File: src/rtl/spi_ram_pkg.sv
// spi_ram_pkg: shared FSM states, SPI command codes and default width for the SPI-to-RAM path
package spi_ram_pkg;
  localparam int DEF_ADDR_SIZE = 8;
  localparam logic [1:0] CMD_WR_ADDR = 2'b00;
  localparam logic [1:0] CMD_WR_DATA = 2'b01;
  localparam logic [1:0] CMD_RD_ADDR = 2'b10;
  localparam logic [1:0] CMD_RD_DATA = 2'b11;
  typedef enum logic [2:0] {IDLE, CHK_CMD, WRITE, READ_ADD, READ_DATA} state_t;
endpackage

File: src/rtl/spi_tx_serializer.sv
// spi_tx_serializer: loads one read byte and shifts it out MSB first, one bit per clk
module spi_tx_serializer #(
  parameter int W = 8
) (
  input  logic         clk,
  input  logic         rst_n,
  input  logic         clr,
  input  logic         load,
  input  logic [W-1:0] din,
  output logic         miso,
  output logic         busy,
  output logic         done,
  output logic         fin
);
  logic [W-1:0] sh;
  logic [2:0]   tcnt;
  assign fin = busy && tcnt == 3'(W - 1);
  // MSB goes out on the load edge; the remaining bits follow, then the line returns to 0
  always_ff @(posedge clk) begin
    if (!rst_n || clr) begin
      sh   <= '0;
      tcnt <= '0;
      busy <= 1'b0;
      done <= 1'b0;
      miso <= 1'b0;
    end else if (load) begin
      sh   <= {din[W-2:0], 1'b0};
      miso <= din[W-1];
      tcnt <= '0;
      busy <= 1'b1;
    end else if (fin) begin
      miso <= 1'b0;
      busy <= 1'b0;
      done <= 1'b1;
    end else if (busy) begin
      miso <= sh[W-1];
      sh   <= {sh[W-2:0], 1'b0};
      tcnt <= tcnt + 3'd1;
    end
  end
endmodule

File: src/rtl/spi_slave_frontend.sv
// spi_slave_frontend: SPI slave that turns 10-bit frames into RAM words and returns read bytes on MISO
module spi_slave_frontend
  import spi_ram_pkg::*;
#(
  parameter int ADDR_SIZE = DEF_ADDR_SIZE
) (
  input  logic                 clk,
  input  logic                 rst_n,
  input  logic                 SS_n,
  input  logic                 MOSI,
  output logic                 MISO,
  output logic [ADDR_SIZE+1:0] rx_data,
  output logic                 rx_valid,
  input  logic [ADDR_SIZE-1:0] tx_data,
  input  logic                 tx_valid
);
  localparam int FB = ADDR_SIZE + 2;
  state_t          state, next;
  logic [3:0]      cnt;
  logic [FB-1:0]   shift;
  logic            rd_addr_seen, shift_en, last, load, clr, busy, done, fin;
  // State register
  always_ff @(posedge clk) begin
    if (!rst_n) state <= IDLE;
    else state <= next;
  end
  // Next state and datapath strobes; SS_n high aborts from any state
  always_comb begin
    next     = state;
    shift_en = 1'b0;
    last     = 1'b0;
    load     = 1'b0;
    if (SS_n) next = IDLE;
    else if (state == IDLE) next = CHK_CMD;
    else if (state == CHK_CMD) next = MOSI ? (rd_addr_seen ? READ_DATA : READ_ADD) : WRITE;
    else begin
      shift_en = cnt != 4'(FB);
      last     = cnt == 4'(FB - 1);
      load     = state == READ_DATA && cnt == 4'(FB) && tx_valid && !busy && !done;
    end
    clr = SS_n || state != READ_DATA;
  end
  // Receive shifter, frame bit counter, rx strobe and read-address tracking
  always_ff @(posedge clk) begin
    if (!rst_n) begin
      cnt          <= '0;
      shift        <= '0;
      rx_data      <= '0;
      rx_valid     <= 1'b0;
      rd_addr_seen <= 1'b0;
    end else begin
      rx_valid <= last;
      if (last) rx_data <= {shift[FB-2:0], MOSI};
      if (shift_en) shift <= {shift[FB-2:0], MOSI};
      if (SS_n || state == CHK_CMD) cnt <= '0;
      else if (shift_en) cnt <= cnt + 4'd1;
      if (last && state == READ_ADD) rd_addr_seen <= 1'b1;
      else if (fin && !SS_n) rd_addr_seen <= 1'b0;
    end
  end
  spi_tx_serializer #(.W(ADDR_SIZE)) u_tx (
    .clk   (clk),
    .rst_n (rst_n),
    .clr   (clr),
    .load  (load),
    .din   (tx_data),
    .miso  (MISO),
    .busy  (busy),
    .done  (done),
    .fin   (fin)
  );
endmodule

File: config.mk
export PLATFORM = sky130hd
export DESIGN_NAME = spi_slave_frontend
export DESIGN_NICKNAME = d
export VERILOG_FILES = /design/src/rtl/spi_ram_pkg.sv /design/src/rtl/spi_tx_serializer.sv /design/src/rtl/spi_slave_frontend.sv
export SDC_FILE = /design/constraint.sdc
export NUM_CORES = 1
export LEC_CHECK = 0
export CAP_MARGIN = 25
export CORE_MARGIN = 2
export CORE_UTILIZATION = 40
export CTS_CLUSTER_SIZE = 16
export DETAILED_ROUTE_END_ITERATION = 8
export RECOVER_POWER = 50
export SLEW_MARGIN = 20
export SYNTH_ARGS = -nofsm -noshare
export SYNTH_HDL_FRONTEND = slang
export SYNTH_SLANG_ARGS = --single-unit
File: constraint.sdc
create_clock -name clk -period 3.1 [get_ports clk]
set_input_delay 0.31 -clock clk [delete_from_list [all_inputs] [get_ports clk]]
set_output_delay 0.31 -clock clk [all_outputs]
set_load 0.01 [all_outputs]
==> flow_summary.ini, run 1 <==
[outcome]
status = complete, no violations

[synthesis]
post_synth_most_frequent_cells = sky130_fd_sc_hd__dfxtp_1 (41), sky130_fd_sc_hd__nor2_1 (26), sky130_fd_sc_hd__mux2i_1 (17), sky130_fd_sc_hd__nand3_1 (14), sky130_fd_sc_hd__nand2_1 (13)
yosys.cell_count.top_type = sky130_fd_sc_hd__dfxtp_1
synth_top_family_by_area = simple AND/OR/NAND/NOR gates
synth-seq-cells = 41
syn-mean-instance-area_um2 = 9.54
post_synth_xor_area_fraction = 0.0204
syn_nets = 198
post-synth-top-area-fraction = 0.478
mappedNetlistArea_um2 = 1720
yosys.area.top_type = sky130_fd_sc_hd__dfxtp_1
synth_cells = 180
compound_gate_fraction_of_synth_area = 0.113
synth_simple_gate_area_share = 0.203
synth-async-reset-ratio = 0
synth_edf_count = 0
synth-warning-count = 0
ys.flop_type = sky130_fd_sc_hd__dfxtp_1
synth.area.mux_share = 0.0991
distinct_cell_type_count_of_the_synthesized_netlist = 36
synth_sequential_area_ratio = 0.478
synthAdderAreaFrac = 0.0364
netlist_top_cells_area = sky130_fd_sc_hd__dfxtp_1 (48%), sky130_fd_sc_hd__mux2i_1 (9.9%), sky130_fd_sc_hd__nor2_1 (5.7%), sky130_fd_sc_hd__nand3_1 (4.1%), sky130_fd_sc_hd__ha_1 (3.6%)

[sta]
tightest_slew_ns = 0.991
post-route-min-period_ns = 2.30
timing.setup.tns_ns = 0
finalCritPeriodShare = 0.741
finalSetupViolations = 0
worst_slew_margin_rel = 0.339
rsz0062_at_grt = no
skew_ns = 0.00537
maxSlewViolCount = 0
hold_violations = 0
clock.fmax_mhz = 435
setup_slack_ns = 0.804

[layout]
antenna_cells_inserted = 0
fillCellCount = 382
final_design_area_no_fill_um2 = 2040
flow.area_growth_from_synthesis_pct = 18.8
drive_gt1_frac = 0.0686
finalNetCount = 221

[critical_path]
timing.critical_path.required_ns = 3.27
worstPathArrival_ns = 2.47
worst_setup_path_start_kind = input port
crit_family = simple AND/OR/NAND/NOR gates
slowest_delay_ns = 0.82
worstPathMaxFanout = 12
critPathCaptureType = flop
criticalPathCategory = input port to flop
worst-path-buf-inv = 1
cp_cell_sequence = dlygate4sd3_1 -> o21ba_1 -> and2_0 -> mux2i_1 -> nor2_1
cpMaxStageDelayCell = sky130_fd_sc_hd__and2_0

[pwr]
leakagePower_uw = 0.000805
power.density_nw_per_um2 = 439
irDropWorstVdd_v = 0.000215
report.power.total_uw = 895

[floorplan]
start_util = 0.423
num_io_pins = 25
core.rowCount = 23
design.die.area_um2 = 4840
total_core_area_um2 = 4060
fp.dieH_um = 69.5
fp.dieW_um = 69.5

[clocking]
cts.repair.resized = 0
clk_pin_slew_ns = 0.07
ctsHoldBuffers = 0
cts_post_setup_buffers_inserted = 0
clock_path_buffers = 2
clock_tree.htree_level_count = 2
cts_inserted_buffers = 5
sinks_on_clock_net = 41
cts-root-buf = sky130_fd_sc_hd__clkbuf_8
worstSkewPairLatency_ns = 0.29
tritoncts = built

[routing]
first_iter_violations = 50
ant_nets = 0
detail_route.drc_violations = 0
route.final.wire_length_um = 3100
routed_wire_length_per_instance_um = 12.2
vias_cell = 4.87
firstDrtPassIters = 4
detailroute.via_count = 1236

[global_routing]
grt_first_pass_wirelength_um = 5510
globalRouteOverflowTotal = 0
grt_util_all_layers = 0.143
via_count_of_the_first_global_routing_pass = 1237
grt_start_max_net_pins = 23
grt_antenna_before_repair = 0

[run]
max_cap_viol_count = 0

[min_path]
holdCritPathClass = flop to flop

[placement]
dpl-instance-area_um2 = 1960
placement.setup.worst_slack_ns = 0.870
numPortBuffers = 24
routabilityCongestion = 0.713
dp.final_hpwl_um = 2240
cell families (layout without fill, tap and decap cells):
logic type / count (synthesis) / after routing
AND/OR/NAND/NOR: 69 / 69
flip-flops: 41 / 41
AO/OA/AOI/OAI: 29 / 29
multiplexers: 17 / 17
buffers and inverters: 15 / 39
adder cells (fa/ha/maj): 5 / 5
XOR/XNOR: 4 / 4
per-layer routing:
metal | vias up | track usage | routed length (µm)
li1 | 666 | - | -
met1 | 551 | 0.166 | 1460
met2 | 14 | 0.240 | 1490
met3 | 5 | 0.0436 | 89
met4 | 0 | 0.0654 | 63
met5 | - | 0 | 0
worst paths after layout:
check / start / endpoint / slack [ns] / depth (start not counted)
setup / recovery: SS_n / shift[3] / 0.80 / 5
hold reg to reg: rx_data[6] / rx_data[6] / 0.47 / 2
setup reg to reg: cnt[0] / shift[3] / 1.03 / 6
hold / removal: rx_data[6] / rx_data[6] / 0.47 / 2
placed cells by master, fill, tap and decap left out, types with 3 or more instances in the layout:
cell type and n:
sky130_fd_sc_hd__a211oi_1 6, sky130_fd_sc_hd__a21oi_1 3, sky130_fd_sc_hd__clkbuf_8 5, sky130_fd_sc_hd__clkdlybuf4s50_1 10, sky130_fd_sc_hd__dfxtp_1 41, sky130_fd_sc_hd__dlygate4sd3_1 14, sky130_fd_sc_hd__ha_1 5, sky130_fd_sc_hd__inv_1 6
sky130_fd_sc_hd__mux2i_1 17, sky130_fd_sc_hd__nand2_1 13, sky130_fd_sc_hd__nand2b_1 3, sky130_fd_sc_hd__nand3_1 14, sky130_fd_sc_hd__nor2_1 26, sky130_fd_sc_hd__o21ai_0 13, sky130_fd_sc_hd__xor2_1 3
through the flow:
step,instances,utilization,hold slack (ns)
6_report,254,0.503,0.471
5_1_grt,254,0.503,0.485
4_1_cts,254,0.504,0.465
3_5_place_dp,246,0.484,0.454
3_3_place_gp,246,0.484,0.445
2_1_floorplan,180,-,0.389
worst min-delay path: stages (launching register included):
cell	delay, ns
sky130_fd_sc_hd__dfxtp_1	0.31
sky130_fd_sc_hd__nand3_1	0.05
sky130_fd_sc_hd__o21ai_0	0.06
power by group:
group,internal [µW],switching (µW),leakage (µW)
Clock,156,175,0.0000450
Combinational,17.8,16.2,0.000430
Sequential,528,2.52,0.000330
Total,702,194,0.000805
final cells by class:
type | count | area (µm²) | share of cell area
clock inverter | 2 | 10.0 | 0.00490
sequential | 41 | 821 | 0.402
multi-input combinational | 124 | 805 | 0.394
timing repair buffer | 25 | 248 | 0.121
tap | 50 | 62.6 | 0.0307
clock buffer | 6 | 72.6 | 0.0356
inverter | 6 | 22.5 | 0.0110
flip-flops by register name (all words and copies together), names as in the netlist:
signal / flops
u_tx.miso: 1
rd_addr_seen: 1
u_tx.done: 1
rx_data: 10
state: 3
u_tx.tcnt: 3
shift: 9
u_tx.sh: 7
rx_valid: 1
cnt: 4
u_tx.busy: 1
(Power assumes the default switching activity.)
==> run 2: changes to the inputs <==
==> constraint.sdc (replaced) <==
create_clock -name clk -period 2 [get_ports clk]
set_input_delay 0.2 -clock clk [delete_from_list [all_inputs] [get_ports clk]]
set_output_delay 0.2 -clock clk [all_outputs]
set_load 0.01 [all_outputs]
==> run 2 against run 1 <==
Via count up 4.3%. Combinational power up 69%. Cell count up 0.39%.
==> flow_summary.ini, run 2 (synthesis gave the netlist of run 1 again) <==
[placement]
dp.final_hpwl_um = 2410
dpl-instance-area_um2 = 2000
numPortBuffers = 24
routabilityCongestion = 0.811

[pwr]
report.power.total_uw = 1380
leakagePower_uw = 0.000797
power.density_nw_per_um2 = 665
comb_power_share = 0.042
share_clk_of_total_power = 0.360
intPower_uw = 1080
total_switching_power_uw = 297
power.switching_fraction = 0.216
seq_power_share = 0.598
irDropWorstVdd_v = 0.000383

[critical_path]
cpMaxStageDelayCell = sky130_fd_sc_hd__nand2b_1
slowest_delay_ns = 0.43
crit_top_cell = sky130_fd_sc_hd__ha_1
worst_setup_path_start_kind = flop
critPathCaptureType = flop
criticalPathCategory = flop to flop
rrSetupSlack_ns = 0.27
worst-path-buf-inv = 0
worstPathArrival_ns = 1.93
crit_family = adder cells
timing.critical_path.required_ns = 2.20
worstPathMaxFanout = 11
cp_cell_sequence = ha_1 -> ha_1 -> nand2b_1 -> mux2i_1 -> a211oi_1

[routing]
detailroute.via_count = 1289
detail_route.drc_violations = 0
first_iter_violations = 53
firstDrtPassIters = 4
vias_cell = 5.05
ant_nets = 0
routed_wire_length_per_instance_um = 12.4
route.final.wire_length_um = 3160

[clocking]
cts-root-buf = sky130_fd_sc_hd__clkbuf_8
clock_tree.htree_level_count = 2
cts.repair.resized = 0
worstSkewPairLatency_ns = 0.29
ctsHoldBuffers = 0
sinks_on_clock_net = 41
cts_inserted_buffers = 5
tritoncts = built
cts_post_setup_buffers_inserted = 0
clk_pin_slew_ns = 0.07
clock_path_buffers = 2

[sta]
hold_violations = 0
finalCritPeriodShare = 0.866
maxSlewViolCount = 0
skew_ns = 0.00631
rsz0062_at_grt = no
finalSetupViolations = 0
timing.setup.tns_ns = 0
post-route-min-period_ns = 1.73
worst_slew_margin_rel = 0.543
clock.fmax_mhz = 577
tightest_slew_ns = 0.686

[layout]
flow.area_growth_from_synthesis_pct = 20.5
reg_top3 = rx_data: 10 flops, shift: 9 flops, u_tx.sh: 7 flops
finalNetCount = 224
commonest_non_fill_non_tap_cell_in_the_layout = sky130_fd_sc_hd__dfxtp_1
drive_gt1_frac = 0.0780
fillCellCount = 388
top_register_by_number_of_flip_flops = rx_data
antenna_cells_inserted = 0
final_design_area_no_fill_um2 = 2070
layout_common_cells = sky130_fd_sc_hd__dfxtp_1 (41), sky130_fd_sc_hd__nor2_1 (26), sky130_fd_sc_hd__mux2i_1 (17)
largest_reg_flops = 10

[global_routing]
grt_start_max_net_pins = 22
grt_antenna_before_repair = 0
via_count_of_the_first_global_routing_pass = 1298
grt_first_pass_wirelength_um = 5480
grt_util_all_layers = 0.140
globalRouteOverflowTotal = 0

[floorplan]
core.rowCount = 23
fp.dieW_um = 69.5
num_io_pins = 25
design.die.area_um2 = 4840
start_util = 0.423
fp.dieH_um = 69.5
total_core_area_um2 = 4060

[min_path]
holdCritPathClass = flop to flop

[outcome]
status = complete, no violations

[run]
max_cap_viol_count = 0
==> run 2: power groups by stage <==
stage / clock, µW / combinational (µW) / sequential, µW
3_3_place_gp: 0 / 56.8 / 841
6_report: 496 / 57.3 / 823
4_1_cts: 516 / 58.4 / 823
3_5_place_dp: 0 / 58.0 / 842
5_1_grt: 544 / 62.8 / 823
2_1_floorplan: 0 / 25.5 / 841
==> run 2: final cells by class <==
class | instances | area, µm² | share of cell area
well taps | 50 | 62.6 | 0.0302
repair buffers | 28 | 279 | 0.135
inverters | 6 | 22.5 | 0.0109
flip-flops and latches | 41 | 821 | 0.397
multi-input cells | 124 | 811 | 0.392
clock buffers | 5 | 68.8 | 0.0333
clock inverters | 1 | 5.00 | 0.00242
==> run 2: worst register-to-register path, cell delays in order, from the launching register on <==
cell,delay (ns)
sky130_fd_sc_hd__dfxtp_1,0.33
sky130_fd_sc_hd__ha_1,0.20
sky130_fd_sc_hd__ha_1,0.23
sky130_fd_sc_hd__nand2b_1,0.43
sky130_fd_sc_hd__mux2i_1,0.22
sky130_fd_sc_hd__a211oi_1,0.25
==> run 2: final timing paths <==
kind                     start    endpoint  cells after the start
setup / recovery  u_tx.tcnt[0]  u_tx.sh[2]                      5
hold / removal        shift[8]  rx_data[9]                      2
setup reg to reg  u_tx.tcnt[0]  u_tx.sh[2]                      5
hold reg to reg       shift[8]  rx_data[9]                      2
==> run 2: per-layer routing <==
layer  part of all wire  vias to the layer above  global-route usage
li1                   -                      669                   -
met1               0.45                      594               0.149
met2               0.49                       19               0.248
met3              0.040                        7              0.0451
met4              0.022                        0              0.0697
met5                  0                        -                   0
==> run 2: metrics by stage <==
stage | hold WS, ns | util | cells | setup slack (ns)
finish | 0.463 | 0.510 | 255 | 0.268
global route | 0.488 | 0.510 | 255 | 0.0901
CTS | 0.466 | 0.511 | 255 | 0.223
detailed placement | 0.456 | 0.493 | 249 | 0.187
global placement | 0.446 | 0.493 | 249 | 0.264
floorplan | 0.279 | - | 180 | 0.530
